===== config.mk =====
export PLATFORM = sky130hd
export DESIGN_NAME = range_drain_flat
export DESIGN_NICKNAME = d
export VERILOG_FILES = /design/src/rtl/range_drain_if.sv /design/src/rtl/range_drain.sv /design/src/flat_wrapper.sv
export SDC_FILE = /design/constraint.sdc
export NUM_CORES = 1
export LEC_CHECK = 0
export BUFFER_PORTS_ARGS = -buffer_cell sky130_fd_sc_hd__buf_2
export CAP_MARGIN = 15
export CORE_ASPECT_RATIO = 1.1
export CORE_UTILIZATION = 40
export CTS_BUF_LIST = sky130_fd_sc_hd__clkbuf_4
export CTS_CLUSTER_DIAMETER = 80
export DETAILED_ROUTE_END_ITERATION = 16
export PLACE_DENSITY_LB_ADDON = 0.3
export SYNTH_ARGS = -nofsm -noshare
export SYNTH_HDL_FRONTEND = slang
export SYNTH_SLANG_ARGS = --single-unit

===== constraint.sdc =====
create_clock -name clk -period 6.55 [get_ports clk]
set_clock_uncertainty 0.2 [all_clocks]
set_input_delay 0.9825 -clock clk [delete_from_list [all_inputs] [get_ports clk]]
set_output_delay 0.9825 -clock clk [all_outputs]
set_load 0.03 [all_outputs]

===== src/rtl/range_drain_if.sv =====
// Host-side bundle for range_drain: seed command channel, result beat stream,
// end-of-run summary and timeout flag.
interface range_drain_if;
    logic        cmd_valid;
    logic        cmd_ready;
    logic [31:0] cmd_start;

    logic        out_valid;
    logic        out_ready;
    logic [31:0] out_n;
    logic [15:0] out_count;
    logic        out_last;

    logic        sum_valid;
    logic [15:0] sum_max_count;
    logic [31:0] sum_max_n;

    logic        err_timeout;

    modport master (
        output cmd_valid,
        output cmd_start,
        output out_ready,
        input  cmd_ready,
        input  out_valid,
        input  out_n,
        input  out_count,
        input  out_last,
        input  sum_valid,
        input  sum_max_count,
        input  sum_max_n,
        input  err_timeout
    );

    modport slave (
        input  cmd_valid,
        input  cmd_start,
        input  out_ready,
        output cmd_ready,
        output out_valid,
        output out_n,
        output out_count,
        output out_last,
        output sum_valid,
        output sum_max_count,
        output sum_max_n,
        output err_timeout
    );
endinterface


===== src/rtl/range_drain.sv =====
// Command sequencer and result drain for the range engine: launches a run,
// reads every RAM entry back and streams (n, count) beats plus a max summary.
module range_drain #(
    parameter int RAM_WORDS      = 16,
    parameter int RAM_ADDR_BITS  = 4,
    parameter int TIMEOUT_CYCLES = 1048576
) (
    input  logic        clk,
    input  logic        reset,
    range_drain_if.slave host,
    output logic        rng_go,
    output logic [31:0] rng_start,
    input  logic        rng_done,
    input  logic [15:0] rng_count
);
    localparam int TW = $clog2(TIMEOUT_CYCLES);
    localparam logic [TW-1:0]            TIMEOUT_LAST = TW'(TIMEOUT_CYCLES - 1);
    localparam logic [RAM_ADDR_BITS-1:0] LAST_IDX     = RAM_ADDR_BITS'(RAM_WORDS - 1);

    typedef enum logic [2:0] {
        IDLE,
        LAUNCH,
        WAIT,
        ADDR,
        CAPT,
        OUT,
        SUM
    } state_t;

    state_t                   state_q, state_d;
    logic [31:0]              base_q, base_d;
    logic [RAM_ADDR_BITS-1:0] idx_q, idx_d;
    logic [TW-1:0]            tmo_q, tmo_d;
    logic [31:0]              out_n_q, out_n_d;
    logic [15:0]              out_count_q, out_count_d;
    logic                     out_last_q, out_last_d;
    logic [15:0]              max_count_q, max_count_d;
    logic [31:0]              max_n_q, max_n_d;
    logic [31:0]              cur_n;

    assign cur_n = base_q + 32'(idx_q);

    // The timeout counter runs from LAUNCH onward, so the abort lands
    // TIMEOUT_CYCLES-1 cycles after the go pulse.
    always_comb begin
        state_d          = state_q;
        base_d           = base_q;
        idx_d            = idx_q;
        tmo_d            = '0;
        out_n_d          = out_n_q;
        out_count_d      = out_count_q;
        out_last_d       = out_last_q;
        max_count_d      = max_count_q;
        max_n_d          = max_n_q;
        host.cmd_ready   = 1'b0;
        host.out_valid   = 1'b0;
        host.sum_valid   = 1'b0;
        host.err_timeout = 1'b0;
        rng_go           = 1'b0;
        rng_start        = '0;

        case (state_q)
            IDLE: begin
                host.cmd_ready = 1'b1;
                if (host.cmd_valid) begin
                    base_d  = host.cmd_start;
                    state_d = LAUNCH;
                end
            end
            LAUNCH: begin
                rng_go      = 1'b1;
                rng_start   = base_q;
                max_count_d = '0;
                max_n_d     = '0;
                idx_d       = '0;
                tmo_d       = tmo_q + 1'b1;
                state_d     = WAIT;
            end
            WAIT: begin
                rng_start = base_q;
                if (rng_done) begin
                    state_d = ADDR;
                end else if (tmo_q == TIMEOUT_LAST) begin
                    host.err_timeout = 1'b1;
                    state_d          = IDLE;
                end else begin
                    tmo_d = tmo_q + 1'b1;
                end
            end
            ADDR: begin
                rng_start = 32'(idx_q);
                state_d   = CAPT;
            end
            CAPT: begin
                rng_start   = 32'(idx_q);
                out_count_d = rng_count;
                out_n_d     = cur_n;
                out_last_d  = (idx_q == LAST_IDX);
                // Strict compare keeps the lowest index on ties.
                if (rng_count > max_count_q) begin
                    max_count_d = rng_count;
                    max_n_d     = cur_n;
                end
                state_d = OUT;
            end
            OUT: begin
                rng_start      = 32'(idx_q);
                host.out_valid = 1'b1;
                if (host.out_ready) begin
                    if (out_last_q) begin
                        state_d = SUM;
                    end else begin
                        idx_d   = idx_q + 1'b1;
                        state_d = ADDR;
                    end
                end
            end
            SUM: begin
                host.sum_valid = 1'b1;
                state_d        = IDLE;
            end
            default: state_d = IDLE;
        endcase
    end

    always_ff @(posedge clk) begin
        if (reset) begin
            state_q     <= IDLE;
            base_q      <= '0;
            idx_q       <= '0;
            tmo_q       <= '0;
            out_n_q     <= '0;
            out_count_q <= '0;
            out_last_q  <= 1'b0;
            max_count_q <= '0;
            max_n_q     <= '0;
        end else begin
            state_q     <= state_d;
            base_q      <= base_d;
            idx_q       <= idx_d;
            tmo_q       <= tmo_d;
            out_n_q     <= out_n_d;
            out_count_q <= out_count_d;
            out_last_q  <= out_last_d;
            max_count_q <= max_count_d;
            max_n_q     <= max_n_d;
        end
    end

    assign host.out_n         = out_n_q;
    assign host.out_count     = out_count_q;
    assign host.out_last      = out_last_q;
    assign host.sum_max_count = max_count_q;
    assign host.sum_max_n     = max_n_q;
endmodule


===== src/flat_wrapper.sv =====
// flat-port wrapper written by rule: the top's interface ports become plain ports
module range_drain_flat 
#(
    parameter int RAM_WORDS      = 16,
    parameter int RAM_ADDR_BITS  = 4,
    parameter int TIMEOUT_CYCLES = 1048576
)
  (clk, reset, rng_go, rng_start, rng_done, rng_count, host_cmd_valid, host_cmd_start, host_out_ready, host_cmd_ready, host_out_valid, host_out_n, host_out_count, host_out_last, host_sum_valid, host_sum_max_count, host_sum_max_n, host_err_timeout);
  range_drain_if host_i ();
  input  logic clk;
  input  logic reset;
  output logic rng_go;
  output logic [31:0] rng_start;
  input  logic rng_done;
  input  logic [15:0] rng_count;
  input wire logic [$bits(host_i.cmd_valid)-1:0] host_cmd_valid;
  input wire logic [$bits(host_i.cmd_start)-1:0] host_cmd_start;
  input wire logic [$bits(host_i.out_ready)-1:0] host_out_ready;
  output wire logic [$bits(host_i.cmd_ready)-1:0] host_cmd_ready;
  output wire logic [$bits(host_i.out_valid)-1:0] host_out_valid;
  output wire logic [$bits(host_i.out_n)-1:0] host_out_n;
  output wire logic [$bits(host_i.out_count)-1:0] host_out_count;
  output wire logic [$bits(host_i.out_last)-1:0] host_out_last;
  output wire logic [$bits(host_i.sum_valid)-1:0] host_sum_valid;
  output wire logic [$bits(host_i.sum_max_count)-1:0] host_sum_max_count;
  output wire logic [$bits(host_i.sum_max_n)-1:0] host_sum_max_n;
  output wire logic [$bits(host_i.err_timeout)-1:0] host_err_timeout;
  assign host_i.cmd_valid = host_cmd_valid;
  assign host_i.cmd_start = host_cmd_start;
  assign host_i.out_ready = host_out_ready;
  assign host_cmd_ready = host_i.cmd_ready;
  assign host_out_valid = host_i.out_valid;
  assign host_out_n = host_i.out_n;
  assign host_out_count = host_i.out_count;
  assign host_out_last = host_i.out_last;
  assign host_sum_valid = host_i.sum_valid;
  assign host_sum_max_count = host_i.sum_max_count;
  assign host_sum_max_n = host_i.sum_max_n;
  assign host_err_timeout = host_i.err_timeout;
  range_drain #(.RAM_WORDS(RAM_WORDS), .RAM_ADDR_BITS(RAM_ADDR_BITS), .TIMEOUT_CYCLES(TIMEOUT_CYCLES)) u_core (.clk(clk), .reset(reset), .host(host_i), .rng_go(rng_go), .rng_start(rng_start), .rng_done(rng_done), .rng_count(rng_count));
endmodule

==> flow_summary.ini, run 1 <==
[logic_synthesis]
synth_ff_type = dfxtp_1
synthCells = 911
synth_edf_count = 0
yosys_warnings = 0
async_flop_share_pct = 0
synth_seq_cells = 156
synth_area_um2 = 7130
yosysSeqAreaShare_pct = 43.8
syn_area_per_cell_um2 = 7.83
yosysUniqueCellTypes = 52
synth_nets = 987

[sta]
setup_viol = 0
fmax_mhz = 275
fin_crit_ps = 3640
relSlewSlack_pct = 28.4
tns_ps = 0
finalCritPeriodShare_pct = 55.5
final-max-slew-violation-count = 0
grt_setup_unrepaired = false
worstMarginPinSlew_ps = 1070
hold_viol_final = 0

[finish]
syn2layout_area_growth_pct = 19.7
final_util_pct = 49.6
final_common_cell = nand2_1
multi_input_area_um2 = 3710
nets = 1141
drive_gt1_share_pct = 21.5
regArea_um2 = 3120
stdcell_count = 1313
fillers = 1715
layout_common_cells = nand2_1, buf_2, dfxtp_1

[clock_network]
cts-resized-gates = 0
cts_setup_buffers = 0
clk_path_buf_depth = 2
clk_pin_slew_ps = 130
h-tree-depth = 4
clock_sinks = 156
clock_latency_ps = 570
postCtsHoldBufs = 0
root_buffer = clkbuf_4
cts_made_buffers = 17
tritoncts = yes

[die]
placeableCoreArea_um2 = 17200
placement_rows = 50
dieArea_um2 = 18400
chipWidth_um = 129
pin_count = 187
chipHeight_um = 142
initial_core_util_pct = 41.4

[global_route]
grt-ovfl-total = 0
grt_pass1_vias = 5977
gr-usage-met2_pct = 33.4
grtUsageMet3_pct = 5.11
grt_usage_pct = 21.6
grt_max_degree = 96
use_met1_pct = 29.2
grt_pass1_wl_mm = 31.0
top_usage_layer = met2
antenna_found_initial = 1

[pwr]
ir_drop_uv = 97.2
p_leak_nw = 3.47
total_power_w = 0.00195
power_density_nw_per_um2 = 228

[status]
status = finished, final reports clean

[critical_path]
crit_path_max_incr_delay_ps = 450
crit_buf_inv = 1
crit_path_top_delay_cell = nor3_1
critPathArrivalTime_ps = 2450
timing.critical_path.from_type = flip-flop
path_cells = ha_1 -> nand2_1 -> nor3_1 -> nand2_1 -> nor3_1 -> buf_2
cp_max_fo = 5
worstSetupPathType = reg -> out
cp-end-kind = output port
crit_required_ps = 5370
r2r_setup_slack_ps = 3200
path_delay_family = simple AND/OR/NAND/NOR gates

[placement]
dp.cells = 1279
hpwlAfterDp_mm = 13.7
gp_congestion = 0.820
portBuffers = 186

[route]
ant_nets = 0
vias = 6627
vias_per_cell = 5.05
drtIter0Drc = 478
wl_per_cell_um = 14.7
first_pass_iters = 5
drc = 0
wl_mm = 19.3

[flow_run]
max_cap_viol_count = 0

[hold_path]
hp-class = reg -> reg
worst paths after layout:
check        cells past startpoint                         start                       end
max                              6               u_core.tmo_q[0]          host_err_timeout
min                              2      u_core.host.sum_max_n[1]  u_core.host.sum_max_n[1]
max reg2reg                      9  u_core.host.sum_max_count[9]  u_core.host.sum_max_n[6]
min reg2reg                      2      u_core.host.sum_max_n[1]  u_core.host.sum_max_n[1]
flip-flops by register name, summed over array words and instances (netlist names):
signal                     flops
u_core.base_q                 32
u_core.host.out_count         16
u_core.host.out_last           1
u_core.host.out_n             32
u_core.host.sum_max_count     16
u_core.host.sum_max_n         32
u_core.idx_q                   4
u_core.state_q                 3
u_core.tmo_q                  20
metrics by stage:
stage | hold WS, ps | instance area (um^2) | worst slack (ps)
2_1_floorplan | 242 | 7130 | 3310
3_3_place_gp | 236 | 8210 | 2610
3_5_place_dp | 244 | 8210 | 2560
4_1_cts | 260 | 8510 | 2840
5_1_grt | 278 | 8530 | 2730
6_report | 258 | 8530 | 2910
final cells by class:
class	instances	share of cell area, %
Antenna cell	1	0.0293
Inverter	24	1.06
Clock inverter	15	2.01
Multi-Input combinational cell	672	43.5
Timing Repair Buffer	194	11.8
Sequential cell	156	36.6
Tap cell	234	3.43
Clock buffer	17	1.50
worst reg2reg max path, delay by kind of cell (launching register included):
family	cells	cell delay [ps]
AOI/OAI and AO/OA	3	1300
and+or+nand+nor	3	620
buffers and inverters	2	460
DFF	1	400
adders and majority gates	1	290
synthesized netlist by cell type (8+ instances only):
| cell type | count | share of area (%) |
|---|---|---|
| xnor2_1 | 12 | 1.5 |
| nor2_1 | 50 | 2.6 |
| a21oi_1 | 133 | 9.3 |
| nand3_1 | 53 | 3.7 |
| clkbuf_1 | 50 | 2.6 |
| a211oi_1 | 9 | 0.95 |
| ha_1 | 22 | 3.9 |
| nand4_1 | 17 | 1.5 |
| and2_1 | 30 | 2.6 |
| nand2_1 | 212 | 11 |
| dfxtp_1 | 156 | 44 |
| xor2_1 | 35 | 4.3 |
| nor3_1 | 12 | 0.84 |
| inv_1 | 24 | 1.3 |
| nand3b_1 | 8 | 0.84 |
power breakdown:
group | switching (W) | internal (W)
clock | 0.000355 | 0.000263
sequential | 0.0000417 | 0.000977
combinational | 0.000215 | 0.0000951
layer usage:
layer / wire, um / part of all wire [%]
met5: 0 / 0
met4: 330 / 1.7
met3: 1300 / 6.7
met2: 8580 / 44
met1: 9140 / 47
logic make-up after synthesis:
kind of cell	after synthesis	share of synthesized area (%)
buffers and inverters	83	4.51
adders and majority gates	23	4.14
muxes	2	0.316
DFF	156	43.8
xor gates and xnor gates	47	5.77
AOI/OAI and AO/OA	180	14.4
and+or+nand+nor	420	27.1
(Power assumes the default switching activity.)
==> run 2, diff against run 1 <==
==> constraint.sdc (replaced) <==
create_clock -name clk -period 3.5 [get_ports clk]
set_clock_uncertainty 0.2 [all_clocks]
set_input_delay 0.525 -clock clk [delete_from_list [all_inputs] [get_ports clk]]
set_output_delay 0.525 -clock clk [all_outputs]
set_load 0.03 [all_outputs]
==> run 2 against run 1 <==
Die area unchanged; largest cell class unchanged; critical path type unchanged; core utilization up 2.8 points; non-clock buffer count up 53.
==> flow_summary.ini, run 2 (same netlist as run 1, synthesis figures left out) <==
[critical_path]
crit_required_ps = 2770
cp_max_fo = 5
cp-end-kind = output port
timing.critical_path.from_type = flip-flop
worstSetupPathType = reg -> out
critPathArrivalTime_ps = 2380

[clock_network]
root_buffer = clkbuf_4
clock_latency_ps = 560
tritoncts = yes
cts_made_buffers = 17
cts-resized-gates = 0
h-tree-depth = 4
clk_path_buf_depth = 2
clk_pin_slew_ps = 120
clock_sinks = 156

[pwr]
p_comb_share_pct = 17.5
power_density_nw_per_um2 = 401
p_sw_w = 0.00113
p_leak_nw = 3.69
ir_drop_uv = 198
swShare_pct = 31.3
seq_power_share_pct = 52.7
power_frac_clock_pct = 29.8
intPower_w = 0.00249

[sta]
fmax_mhz = 322
tns_ps = 0
worstMarginPinSlew_ps = 1090
relSlewSlack_pct = 27.5
final-max-slew-violation-count = 0
setup_viol = 0
fin_crit_ps = 3100
grt_setup_unrepaired = false
finalCritPeriodShare_pct = 88.7
finalWorstSetupSlack_ps = 397
hold_viol_final = 0

[placement]
place_ws_ps = 379
portBuffers = 186
dp.cells = 1286
gp_congestion = 0.810
hpwlAfterDp_mm = 14.1

[finish]
layout_common_cells = nand2_1, buf_2, dfxtp_1
drive_gt1_share_pct = 21.2
final_util_pct = 52.4
syn2layout_area_growth_pct = 26.5
final_common_cell = nand2_1
nets = 1194
stdcell_count = 1366

[hold_path]
hp-class = in -> reg

[status]
status = finished, final reports clean

[global_route]
grt_pass1_vias = 6111
grt-ovfl-total = 0
grt_pass1_wl_mm = 31.6
antenna_found_initial = 1
grt_max_degree = 63
grt_usage_pct = 22.0

[die]
placement_rows = 50
initial_core_util_pct = 41.4
chipHeight_um = 142
placeableCoreArea_um2 = 17200
dieArea_um2 = 18400
chipWidth_um = 129
pin_count = 187

[route]
wl_per_cell_um = 14.7
drtIter0Drc = 486
first_pass_iters = 7
ant_nets = 0
wl_mm = 20.1
vias_per_cell = 5.05
vias = 6893
drc = 0

[flow_run]
max_cap_viol_count = 0
-- run 2: cell types whose count changed in the layout (fill, tap and decap cells not counted), sizes merged --
cell	before	now
clkinv	6	5
clkbuf	18	20
bufinv	3	2
inv	26	25
dlygate4sd3	0	47
buf	193	200
-- run 2: worst paths after layout --
check | to | slack, ps | cells past startpoint | from
worst max register to register | u_core.host.out_n[20] | 450 | 9 | u_core.idx_q[0]
worst max-delay path | host_err_timeout | 400 | 6 | u_core.tmo_q[0]
worst min-delay path | u_core.host.out_count[15] | 50 | 3 | rng_count[15]
worst min register to register | u_core.host.sum_max_n[1] | 250 | 2 | u_core.host.sum_max_n[1]
-- run 2: timing repair --
action                    4_1_cts  5_1_grt
hold buffers                   47        0
buffers inserted                0        0
hold endpoints to repair       57        0
-- run 2: area by class of cell --
class,count,area [um^2]
tap,234,293
sequential,156,3120
multi-input combinational,672,3710
antenna,1,2.50
clock buffer,20,150
clock inverter,12,123
timing repair buffer,247,1520
fill,1668,8190
inverter,24,90.1
-- run 2: worst max-delay path: stages (launching register included) --
cell and delay [ps]:
dfxtp_1 420, ha_1 260, nand2_1 100, nor3_1 410, nand2_1 180, nor3_1 220
buf_2 230
-- run 2: power by group through the flow --
| stage | combinational, W | clock (W) | sequential (W) |
|---|---|---|---|
| after global placement | 0.000589 | 0 | 0.00194 |
| after floorplan | 0.000390 | 0 | 0.00193 |
| after CTS | 0.000630 | 0.00111 | 0.00190 |
| final | 0.000632 | 0.00108 | 0.00191 |
| after global routing | 0.000693 | 0.00119 | 0.00192 |
| after detailed placement | 0.000588 | 0 | 0.00194 |
-- run 2: routing by layer --
| layer | GRT usage [%] | routed length (um) | up-vias |
|---|---|---|---|
| met5 | 0 | 0 | - |
| met4 | 7.80 | 403 | 0 |
| met3 | 5.15 | 1140 | 29 |
| met2 | 35.3 | 9300 | 213 |
| met1 | 28.8 | 9220 | 3145 |
| li1 | - | - | 3506 |
-- run 2: per-stage QoR --
step / total power [W] / area, um^2 / hold WS [ps]
finish: 0.00362 / 9020 / 47.3
global route: 0.00380 / 9020 / 6.92
CTS: 0.00364 / 9010 / 10.1
detailed placement: 0.00253 / 8270 / 243
global placement: 0.00253 / 8270 / 236
floorplan: 0.00232 / 7130 / 242
==> run 3, diff against run 2 <==
--- a/config.mk
+++ b/config.mk
@@ -5,6 +5,7 @@
 export SDC_FILE = /design/constraint.sdc
 export NUM_CORES = 1
 export LEC_CHECK = 0
+export ABC_AREA = 1
 export BUFFER_PORTS_ARGS = -buffer_cell sky130_fd_sc_hd__buf_2
 export CAP_MARGIN = 15
 export CORE_ASPECT_RATIO = 1.1
==> run 3 against run 2 <==
Sequential cell count stayed put; setup slack better by 150 ps; worst hold slack worse by 25 ps; critical path depth is 2 higher; synthesized area is 12% higher; first-iteration DRC count is 13% higher; fmax is 5.2% higher; cell area is 6.5% higher; critical path type unchanged; largest cell class unchanged.
==> flow_summary.ini, run 3 <==
[status]
status = finished, final reports clean

[global_route]
grt_pass1_wl_mm = 36.3
grt_max_degree = 95
antenna_found_initial = 3
use_met1_pct = 31.5
gr-usage-met2_pct = 35.5
grt_usage_pct = 23.0
grtUsageMet3_pct = 5.02
top_usage_layer = met2
grt_pass1_vias = 7112
grt-ovfl-total = 0

[sta]
hold_viol_final = 0
fmax_mhz = 339
finalCritPeriodShare_pct = 84.3
grt_setup_unrepaired = false
worstMarginPinSlew_ps = 1000
tns_ps = 0
final-max-slew-violation-count = 0
setup_viol = 0
relSlewSlack_pct = 33.0
fin_crit_ps = 2950

[placement]
dp.cells = 1597
hpwlAfterDp_mm = 17.1
placed_cell_area_um2 = 9080
gp_congestion = 0.906
portBuffers = 186

[hold_path]
whs_path_depth = 3
hold_end = u_core.base_q[29]
hp-class = in -> reg
hold_start = host_cmd_start[29]

[logic_synthesis]
async_flop_share_pct = 0
synth_seq_cells = 156
synth_top_family_by_area = simple AND/OR/NAND/NOR gates
synthCells = 1207
synth_area_um2 = 7990
yosysMostFrequentCell = nand2_1
synthMuxAreaShare_pct = 0
syn_area_per_cell_um2 = 6.62
synth_compound_area_share_pct = 14.1
yosys_warnings = 0
synth_edf_count = 0
synth_xor_area_share_pct = 1.21
synth-simple-area-share_pct = 31.6
yosysUniqueCellTypes = 38
synthTopCellsByCount = nand2_1, nor2_1, dfxtp_1, inv_1, a21oi_1
synth_area_leaders = dfxtp_1, nand2_1, nor2_1
synth_ff_type = dfxtp_1
synth_top_area_share_pct = 39.1
yosys.area_share.adder_pct = 3.70
yosysSeqAreaShare_pct = 39.1
synth_nets = 1283
synth_top_area_cell = dfxtp_1

[critical_path]
reg2reg_from = u_core.idx_q[0]
reg2reg_depth = 14
crit_required_ps = 2770
cp-end-kind = output port
path_cells = inv_1 -> nand2_1 -> nor2_2 -> inv_2 -> nand2_1 -> inv_2 -> o22ai_1 -> buf_2
timing.critical_path.from_type = flip-flop
cp_max_fo = 33
worstSetupPathType = reg -> out
path_delay_family = buffers and inverters
r2r_setup_slack_ps = 950
crit_buf_inv = 4
crit_path_max_incr_delay_ps = 430
crit_path_top_delay_cell = inv_2
critPathArrivalTime_ps = 2230
r2r-end = u_core.host.sum_max_n[24]
cp_num_cells = 8

[pwr]
ir_drop_uv = 410
power_density_nw_per_um2 = 821
p_leak_nw = 4.47

[finish]
fillers = 2033
stdcell_count = 1649
multi_input_area_um2 = 4050
final_common_cell = nand2_1
regArea_um2 = 3120
post-route-cell-area_um2 = 9600
layout_common_cells = nand2_1, buf_2, nor2_1
drive_gt1_share_pct = 18.9
nets = 1463
syn2layout_area_growth_pct = 20.1

[die]
chipHeight_um = 150
initial_core_util_pct = 41.3
chipWidth_um = 137
placeableCoreArea_um2 = 19400
dieArea_um2 = 20500
placement_rows = 53
pin_count = 187

[route]
vias_per_cell = 4.90
wl_mm = 23.4
wl_per_cell_um = 14.2
vias = 8080
ant_nets = 0
drc = 0
drtIter0Drc = 549
first_pass_iters = 7

[clock_network]
cts_made_buffers = 17
cts-resized-gates = 0
tritoncts = yes
cts_setup_buffers = 0
h-tree-depth = 4
clk_path_buf_depth = 2
clk_pin_slew_ps = 140
clock_sinks = 156
clock_latency_ps = 590
root_buffer = clkbuf_4

[flow_run]
max_cap_viol_count = 0
[run 3: cell types whose count changed after synthesis, sizes merged, moves of 8 or more]
cell	change
nor2	+144
inv	+127
nand2	+84
o21ai	+46
and2	-31
nand3	+31
xor2	-25
a21boi	+24
a21oi	-20
clkbuf	-19
buf	+15
xnor2	-11
and4	-8
nand4	-8
[run 3: how the worst max path moves through the flow]
stage,from,end,slack [ps]
global route,u_core.tmo_q[0],host_err_timeout,300
detailed placement,rng_count[13],u_core.host.sum_max_n[15],820
finish,u_core.state_q[1],rng_start[2],550
floorplan,u_core.state_q[0],rng_start[0],980
global placement,rng_count[13],u_core.host.sum_max_n[23],840
CTS,u_core.tmo_q[0],host_err_timeout,490
[run 3: report_power, final]
group	leakage, nW	switching, W	total (W)	internal, W
Combinational	3.03	0.00275	0.00392	0.00117
Clock	0.173	0.000707	0.00130	0.000590
Sequential	1.27	0.000383	0.00267	0.00229
Total	4.47	0.00384	0.00788	0.00405
[run 3: timing repair]
action                     CTS  global route
hold buffers                17             1
hold endpoints to repair    17             1
setup endpoints to repair    0             0
[run 3: cell families (layout without fill, tap and decap cells)]
group | Yosys count | count (layout)
simple gates | 604 | 604
compound gates | 207 | 207
buf+inv | 206 | 399
flops | 156 | 156
fa+ha+maj | 23 | 23
xor+xnor | 11 | 11
other cells | 0 | 2
[run 3: per-layer routing]
layer  vias to the layer above  part of all wire [%]
li1                       4190                     -
met1                      3619                    48
met2                       234                    45
met3                        37                   5.6
met4                         0                   2.2
met5                         -                     0
[run 3: cell type report]
class / instances / share of cell area [%]
Clock buffer: 19 / 1.49
Clock inverter: 13 / 1.98
Sequential cell: 156 / 32.5
Inverter: 151 / 5.90
Timing Repair Buffer: 216 / 12.6
Multi-Input combinational cell: 845 / 42.2
Antenna cell: 2 / 0.0521
Tap cell: 247 / 3.22
[run 3: metrics by stage]
| stage | power, W | hold slack [ps] | utilization, % | setup slack [ps] |
|---|---|---|---|---|
| after floorplan | 0.00555 | 218 | - | 977 |
| after global placement | 0.00655 | 233 | 46.9 | 839 |
| after detailed placement | 0.00661 | 245 | 46.9 | 819 |
| after CTS | 0.00792 | 0.0958 | 49.5 | 490 |
| after global routing | 0.00852 | 3.52 | 49.6 | 298 |
| final | 0.00788 | 21.9 | 49.6 | 549 |
[run 3: worst min-delay path: cells and delay by family]
family | cells | cell delay [ps]
buffers and inverters | 1 | 70
AOI/OAI and AO/OA | 2 | 180
